$ cat config.mk
export PLATFORM = sky130hd
export DESIGN_NAME = sram_arbiter
export DESIGN_NICKNAME = d
export VERILOG_FILES = /design/src/rtl/sram_arbiter.sv
export SDC_FILE = /design/constraint.sdc
export NUM_CORES = 1
export LEC_CHECK = 0
export CELL_PAD_IN_SITES_DETAIL_PLACEMENT = 1
export CELL_PAD_IN_SITES_GLOBAL_PLACEMENT = 2
export CORE_ASPECT_RATIO = 0.7
export CORE_MARGIN = 2
export CORE_UTILIZATION = 38
export DETAILED_ROUTE_END_ITERATION = 16
export DONT_BUFFER_PORTS = 1
export GPL_ROUTABILITY_DRIVEN = 0
export PLACE_DENSITY = 0.87
export REMOVE_ABC_BUFFERS = 1
export SLEW_MARGIN = 20
export SYNTH_ARGS = -nofsm -noshare
export SYNTH_HDL_FRONTEND = slang
export SYNTH_SLANG_ARGS = --single-unit
$ cat constraint.sdc
create_clock -name a_clk -period 2.1 [get_ports a_clk]
set_input_delay 0.315 -clock a_clk [delete_from_list [all_inputs] [get_ports a_clk]]
set_output_delay 0.315 -clock a_clk [all_outputs]
set_load 0.05 [all_outputs]
$ cat src/rtl/sram_arbiter.sv
// sram_arbiter
//   Two-client arbiter in front of a single-port SRAM core. While idle, it
//   grants one eligible client. Ties go to the client that was not granted
//   last. The granted request is registered onto the sram_* strobes and held
//   until the core asserts sram_ready. Read grants push the client ID into a
//   tag FIFO. Returning read data pops the FIFO and is routed to the client
//   that issued the oldest outstanding read.
//
// Ports
//   a_clk, a_rst            clock (rising edge), asynchronous active-low reset
//   cN_req/rd/addr/be/wr_data
//                           client N request; fields are held until cN_ready
//   cN_ready                client N request accepted by the SRAM this cycle
//   cN_rd_data_vld          read data on c_rd_data belongs to client N
//   c_rd_data               read data shared by both clients (pass-through)
//   sram_req/rd/addr/be/wr_data
//                           registered request to the SRAM core
//   sram_ready              SRAM accepts the current request
//   sram_rd_data_vld/rd_data
//                           read data returned by the SRAM core
//   rd_err                  sticky; read data arrived with no outstanding tag
module sram_arbiter #(
  parameter int unsigned ADDR_SIZE = 18,
  parameter int unsigned DATA_SIZE = 16,
  parameter int unsigned TAG_DEPTH = 4
) (
  input  logic                 a_clk,
  input  logic                 a_rst,
  // client 0
  input  logic                 c0_req,
  input  logic                 c0_rd,
  input  logic [ADDR_SIZE-1:0] c0_addr,
  input  logic [1:0]           c0_be,
  input  logic [DATA_SIZE-1:0] c0_wr_data,
  output logic                 c0_ready,
  output logic                 c0_rd_data_vld,
  // client 1
  input  logic                 c1_req,
  input  logic                 c1_rd,
  input  logic [ADDR_SIZE-1:0] c1_addr,
  input  logic [1:0]           c1_be,
  input  logic [DATA_SIZE-1:0] c1_wr_data,
  output logic                 c1_ready,
  output logic                 c1_rd_data_vld,
  // shared read data
  output logic [DATA_SIZE-1:0] c_rd_data,
  // SRAM core side
  output logic                 sram_req,
  output logic                 sram_rd,
  output logic [ADDR_SIZE-1:0] sram_addr,
  output logic [1:0]           sram_be,
  output logic [DATA_SIZE-1:0] sram_wr_data,
  input  logic                 sram_ready,
  input  logic                 sram_rd_data_vld,
  input  logic [DATA_SIZE-1:0] sram_rd_data,
  output logic                 rd_err
);

  localparam int unsigned PTR_W = (TAG_DEPTH > 1) ? $clog2(TAG_DEPTH) : 1;
  localparam int unsigned CNT_W = $clog2(TAG_DEPTH + 1);
  localparam logic [CNT_W-1:0] CNT_FULL = CNT_W'(TAG_DEPTH);

  typedef enum logic {
    S_IDLE = 1'b0,
    S_BUSY = 1'b1
  } state_t;

  state_t r_state;
  state_t w_state_nxt;

  logic                 r_grant;
  logic                 r_last_grant;
  logic                 r_sram_rd;
  logic [ADDR_SIZE-1:0] r_sram_addr;
  logic [1:0]           r_sram_be;
  logic [DATA_SIZE-1:0] r_sram_wr_data;

  logic [TAG_DEPTH-1:0] r_tag;
  logic [PTR_W-1:0]     r_head;
  logic [PTR_W-1:0]     r_tail;
  logic [CNT_W-1:0]     r_cnt;
  logic                 r_rd_err;

  logic                 w_full;
  logic                 w_empty;
  logic                 w_elig0;
  logic                 w_elig1;
  logic                 w_grant_vld;
  logic                 w_grant_id;
  logic                 w_sel_rd;
  logic [ADDR_SIZE-1:0] w_sel_addr;
  logic [1:0]           w_sel_be;
  logic [DATA_SIZE-1:0] w_sel_wr_data;
  logic                 w_accept;
  logic                 w_push;
  logic                 w_pop;
  logic                 w_head_id;

  assign w_full  = (r_cnt == CNT_FULL);
  assign w_empty = (r_cnt == '0);

  // A full tag FIFO blocks only reads; writes need no tag.
  assign w_elig0 = c0_req & (~c0_rd | ~w_full);
  assign w_elig1 = c1_req & (~c1_rd | ~w_full);

  // Next-state and grant selection
  always_comb begin
    w_state_nxt = r_state;
    w_grant_vld = 1'b0;
    w_grant_id  = 1'b0;
    case (r_state)
      S_IDLE: begin
        if (w_elig0 && w_elig1) begin
          w_grant_vld = 1'b1;
          w_grant_id  = ~r_last_grant;
        end else if (w_elig0) begin
          w_grant_vld = 1'b1;
          w_grant_id  = 1'b0;
        end else if (w_elig1) begin
          w_grant_vld = 1'b1;
          w_grant_id  = 1'b1;
        end
        if (w_grant_vld) begin
          w_state_nxt = S_BUSY;
        end
      end
      S_BUSY: begin
        if (sram_ready) begin
          w_state_nxt = S_IDLE;
        end
      end
      default: w_state_nxt = S_IDLE;
    endcase
  end

  // Request fields of the client being granted
  assign w_sel_rd      = w_grant_id ? c1_rd      : c0_rd;
  assign w_sel_addr    = w_grant_id ? c1_addr    : c0_addr;
  assign w_sel_be      = w_grant_id ? c1_be      : c0_be;
  assign w_sel_wr_data = w_grant_id ? c1_wr_data : c0_wr_data;

  always_ff @(posedge a_clk or negedge a_rst) begin
    if (!a_rst) begin
      r_state <= S_IDLE;
    end else begin
      r_state <= w_state_nxt;
    end
  end

  // Request registers are only loaded from IDLE, so they hold steady for
  // the whole BUSY phase even if the client drops or changes its request.
  always_ff @(posedge a_clk or negedge a_rst) begin
    if (!a_rst) begin
      r_grant        <= 1'b0;
      r_last_grant   <= 1'b1;
      r_sram_rd      <= 1'b0;
      r_sram_addr    <= '0;
      r_sram_be      <= '0;
      r_sram_wr_data <= '0;
    end else if (w_grant_vld) begin
      r_grant        <= w_grant_id;
      r_last_grant   <= w_grant_id;
      r_sram_rd      <= w_sel_rd;
      r_sram_addr    <= w_sel_addr;
      r_sram_be      <= w_sel_rd ? 2'b11 : w_sel_be;
      r_sram_wr_data <= w_sel_wr_data;
    end
  end

  // Tag FIFO: one bit per outstanding read holding the issuing client ID.
  // Pointers wrap naturally because TAG_DEPTH is a power of two.
  assign w_accept  = (r_state == S_BUSY) & sram_ready;
  assign w_push    = w_accept & r_sram_rd;
  assign w_pop     = sram_rd_data_vld & ~w_empty;
  assign w_head_id = r_tag[r_head];

  always_ff @(posedge a_clk or negedge a_rst) begin
    if (!a_rst) begin
      r_tag  <= '0;
      r_head <= '0;
      r_tail <= '0;
      r_cnt  <= '0;
    end else begin
      if (w_push) begin
        r_tag[r_tail] <= r_grant;
        r_tail        <= r_tail + PTR_W'(1);
      end
      if (w_pop) begin
        r_head <= r_head + PTR_W'(1);
      end
      case ({w_push, w_pop})
        2'b10:   r_cnt <= r_cnt + CNT_W'(1);
        2'b01:   r_cnt <= r_cnt - CNT_W'(1);
        default: r_cnt <= r_cnt;
      endcase
    end
  end

  always_ff @(posedge a_clk or negedge a_rst) begin
    if (!a_rst) begin
      r_rd_err <= 1'b0;
    end else if (sram_rd_data_vld && w_empty) begin
      r_rd_err <= 1'b1;
    end
  end

  assign sram_req       = (r_state == S_BUSY);
  assign sram_rd        = r_sram_rd;
  assign sram_addr      = r_sram_addr;
  assign sram_be        = r_sram_be;
  assign sram_wr_data   = r_sram_wr_data;

  assign c0_ready       = w_accept & ~r_grant;
  assign c1_ready       = w_accept &  r_grant;

  assign c0_rd_data_vld = w_pop & ~w_head_id;
  assign c1_rd_data_vld = w_pop &  w_head_id;
  assign c_rd_data      = sram_rd_data;

  assign rd_err         = r_rd_err;

endmodule

* After elaboration in Yosys (flattened, before gate mapping) *
Cells that the tools add are included.

storage, ports and cells
  output and inout bits = 59
  bits in registers = 52
  logic and storage cells = 68
  input bits = 96

cells by class
  add/sub/neg operators = 4
  magnitude comparators = 3
  eq/ne operators = 3
  reduce and logical (&&, ||, !) cells = 5
  mux-type cells = 22
  bitwise operators = 19

operators by type and width
  operator                                                                      count
  18-bit two-way mux                                                            1
  16-bit two-way mux                                                            1
  1-bit two-way mux                                                             13
  1-bit bitwise AND                                                             9
  1-bit inverter                                                                8
  2-bit by 3-bit less-than comparator with 1-bit output, second input constant  2
  3-bit one-hot mux with 2 select lines                                         1
  2-bit by 1-bit adder with 2-bit output, second input constant                 2
  4-bit bitwise mux                                                             1
  2-bit two-way mux                                                             2
  3-bit by 1-bit adder with 3-bit output, second input constant                 1
  3-bit equality test, second input constant                                    1
  1-bit logical AND                                                             3
  3-bit logical NOT                                                             1
  3-bit by 1-bit subtractor with 3-bit output, second input constant            1
  1-bit binary-select mux with 2-bit select                                     1
  1-bit demux with 2-bit select                                                 1
  2-bit by 1-bit equality test with 1-bit output, second input constant         1
  2-bit equality test, second input constant                                    1
  2-bit by 1-bit >= comparator with 1-bit output, second input constant         1
  1-bit OR                                                                      2
  1-bit one-hot mux with 2 select lines                                         1
  2-bit nonzero test                                                            1

* Longest topological paths before layout *
  depth in word-level cells = 10
  depth in mapped cells = 9

* Least setup slack after synthesis *
Ideal clock, no wire load.

  kind = register -> register
  start = reg r_state (netlist: sram_req)
  end = reg r_cnt[2]
  setup slack = -0.025 ns
  path buffers = 1
  stages on the path, launching flop included = 10
  data arrival time = 1.999 ns
  data required time = 1.975 ns
  cell sequence = dfrtp_1 and3_1 clkbuf_1 inv_1 ha_1 inv_1 fa_1 xor2_1 nor2_1 xor2_1

between the ends
  cells in the longest elaborated chain, start to end = 4

RTL lines
  item                                                                                   RTL line  RTL
  from (decl)                                                                            68        state_t r_state;
  from (signal assigned)                                                                 146       r_state <= w_state_nxt;
  1-bit bitwise AND *                                                                    172       assign w_accept = (r_state == S_BUSY) & sram_ready;
  1-bit bitwise AND *                                                                    173       assign w_push = w_accept & r_sram_rd;
  2-bit by 1-bit equality test with 1-bit output or 2-bit equality test (tied branches)  191       case ({w_push, w_pop})
  3-bit one-hot mux with 2 select lines or 2-bit nonzero test (tied branches)            n/a
  to (signal assigned)                                                                   192       2'b10: r_cnt <= r_cnt + CNT_W'(1);
  to (signal assigned)                                                                   193       2'b01: r_cnt <= r_cnt - CNT_W'(1);
  to (signal assigned)                                                                   194       default: r_cnt <= r_cnt;
  to (decl)                                                                              81        logic [CNT_W-1:0] r_cnt;

Mark *: on every way between the ends. The rest lies on a longest branch, timed or not.
A chain may end at the register's enable or synchronous reset.

* Final worst setup path *
  start = reg r_cnt[0]
  end = reg r_sram_addr[10] (netlist: sram_addr[10])

between the ends
  cells in the longest elaborated chain, start to end = 9

RTL lines
  item                                                     RTL line  RTL
  3-bit equality test *                                    99        assign w_full = (r_cnt == CNT_FULL);
  1-bit inverter *                                         103, 104
  1-bit OR                                                 104       assign w_elig1 = c1_req & (~c1_rd | ~w_full);
  1-bit bitwise AND                                        104
  1-bit two-way mux                                        119       end else if (w_elig1) begin
  1-bit two-way mux                                        116       end else if (w_elig0) begin
  1-bit two-way mux                                        113       if (w_elig0 && w_elig1) begin
  1-bit two-way mux                                        111       case (r_state)
  18-bit two-way mux or 1-bit two-way mux (tied branches)  138, 111
  to (signal assigned)                                     164       r_sram_addr <= w_sel_addr;
  to (decl)                                                74        logic [ADDR_SIZE-1:0] r_sram_addr;

Mark *: on every way between the ends. The rest lies on a longest branch, timed or not. The select of a mux whose other input is x is not followed.

==> metrics.txt <==
status=complete, no violations; Post-Synth Simple-Gate Area=0.0447; total iterations of the first detailed-routing run=3; width of the die=107 µm; first-pass GRT wire length=9450 µm; power density over cell area=1630 mW/mm²; Clock Sinks=52; Synth Area in Compound Gates=0.0345; most frequent cells in the layout=mux2_2, dfrtp_1, mux2_4; post-synthesis adder-cell area fraction=0.0292; worst-skew pair later-pin latency=0.29 ns; WS Path Type=reg -> reg; syn_area_per_cell=13.4 µm²; diodes inserted=0; Synth Register Bits=52; Seq/Total Area, Yosys=0.461; worst path cell trace=nand4bb_1 -> a221o_2 -> buf_12 -> mux2_4 -> mux2_2; CTS Buf Count=5; Post-DP Area=slightly below 0.003 mm²; fin util=0.416; count of pins over their slew limit=0; IO Pins=155; Hold WS=0.106 ns; CP endpoint kind=flip-flop; # rows=26; Setup WS post-layout=0.117 ns; slowest CP cell=dfrtp_2; RSZ-0062 raised after global routing=no; highest fanout seen on the critical path=21; met1 usage=0.180; leakage power=roughly 1.3 nW; cell area after layout=between 0.003 and 0.004 mm²; max incr delay on CP=0.45 ns; endpoints failing setup=0; vias in the first global route=1786; Floorplan Core Area=about 0.0073 mm²; vias=1598; Synth Area in XOR/XNOR=0.0186; final period utilization=0.944; Slew @ Worst Pin=0.496 ns; port bufs=0; Starting Density=0.389; largest net degree at the start of global routing=53; remaining global-route overflow=0; most common cell after layout, fill and taps aside=mux2_2; Post-synth EDFFs=0; share of cells above drive strength 1=0.481; GRT Total Usage=0.148; die area=0.00815 mm²; cell count after placement=a little under 300; Reg clk slew, reported paths=0.09 ns; Worst slew margin=0.669; Root Buffer=clkbuf_8; DR DRC count=0; Nets=307; met3 Use GR=0.0796; clock skew=around 0.0076 ns; area grow syn2layout=6.91%; Layout Cells excl Fill=between 300 and 400; chip height=76.1 µm; gr busiest metal=met2; WP data required=2.28 ns; Post-synth ARST share=1.00; Max Freq=0.504 GHz; peak supply drop=636 µV; TritonCTS clock tree=built; WL/cell=~20 µm; main combinational cell family by area after synthesis=multiplexers; Via density=5.26; ys flop type=dfrtp_1; Max-Cap Viols=0; initial antenna violation count=0; worst hold path class=in -> reg; DP HPWL=4550 µm; DRT Wirelength=6010 µm; Synth Cell Area=0.00283 mm²; M2 GR Usage=0.237; antenna-violating nets left=0; yosys warns=0; Unique masters post-synth=33; Syn Inst Count=211; worst path arrival time=about 2.2 ns; Placement Setup Slack=0.129 ns; htree depth=2; proportion of synthesized area in mux cells=0.336; hold violation total from the final report=0; post-layout min period=between 1.5 and 2 ns; Longest Clk Path Bufs=2; Starting DRT DRC Count=38; startpoint class of the critical path=flip-flop
[area by class of cell]
type,count,area [µm²]
flip-flops and latches,52,1310
multi-input cells,125,1320
inverters,9,33.8
fillers,757,4230
well taps,98,123
repair buffers,12,150
clock buffers,8,90.1
[kinds of logic after synthesis]
| group | count (synthesis) |
|---|---|
| buffers and inverters | 34 |
| muxes | 77 |
| DFF | 52 |
| AOI/OAI and AO/OA | 13 |
| adders and majority gates | 6 |
| xor gates and xnor gates | 6 |
| and+or+nand+nor | 23 |
[stage by stage]
step	total power [mW]	setup TNS (ns)
floorplan	3.96	-27.28
global placement	4.27	0
detailed placement	4.35	0
CTS	4.97	0
global route	5.22	0
finish	4.92	0
[synthesized netlist by cell type, types with 3 or more instances]
cell	n	area [µm²]
buf_2	4	20.0
buf_4	16	120
buf_6	3	33.8
dfrtp_1	51	1280
ha_1	5	62.6
inv_1	9	33.8
mux2_2	52	586
mux2_4	20	300
mux2i_1	4	40.0
nand2_1	8	30.0
nor2_1	4	15.0
o21ai_0	3	15.0
xnor2_1	4	35.0
[sequential cells by signal (all words and copies together) (netlist names), 2 cells and up]
signal,cells
sram_addr,18
sram_wr_data,16
r_tag,4
r_cnt,3
r_head,2
r_tail,2
sram_be,2
[power breakdown]
| group | total, mW | switching, mW | internal, mW |
|---|---|---|---|
| sequential | 2.96 | 1.51 | 1.44 |
| combinational | 1.38 | 0.627 | 0.757 |
| clock | 0.577 | 0.307 | 0.270 |
| total | 4.92 | 2.45 | 2.47 |
[worst max-delay path: cells and delay by family (launching register included)]
family	cells	cell delay (ns)
mux	2	0.58
flops	1	0.45
compound gates	1	0.41
simple gates	1	0.22
buf+inv	1	0.19
[final timing paths]
path	from	to	slack, ns	cells after the start
min	sram_ready	sram_req	0.11	1
min reg2reg	r_head[1]	r_head[1]	0.49	1
max in group asynchronous	a_rst	r_last_grant	1.28	2
max	r_cnt[0]	sram_addr[10]	0.12	5
max reg2reg	r_cnt[0]	sram_addr[10]	0.12	5
min in group asynchronous	a_rst	sram_addr[17]	0.54	2
[metal layers]
metal	vias up	routed length (µm)	share of wire
li1	709	-	-
met3	2	730	0.12
met2	91	2920	0.49
met4	0	19	0.0032
met1	796	2340	0.39
met5	-	0	0
[timing repair]
item / 4_1_cts / 5_1_grt
hold buffers: 2 / 0
setup buffers: 0 / 1
endpoints found under the setup margin: 0 / 2
endpoints found under the hold margin: 52 / 0
gates resized for setup: 0 / 4
Note: power is estimated with default switching activity, not from simulation.
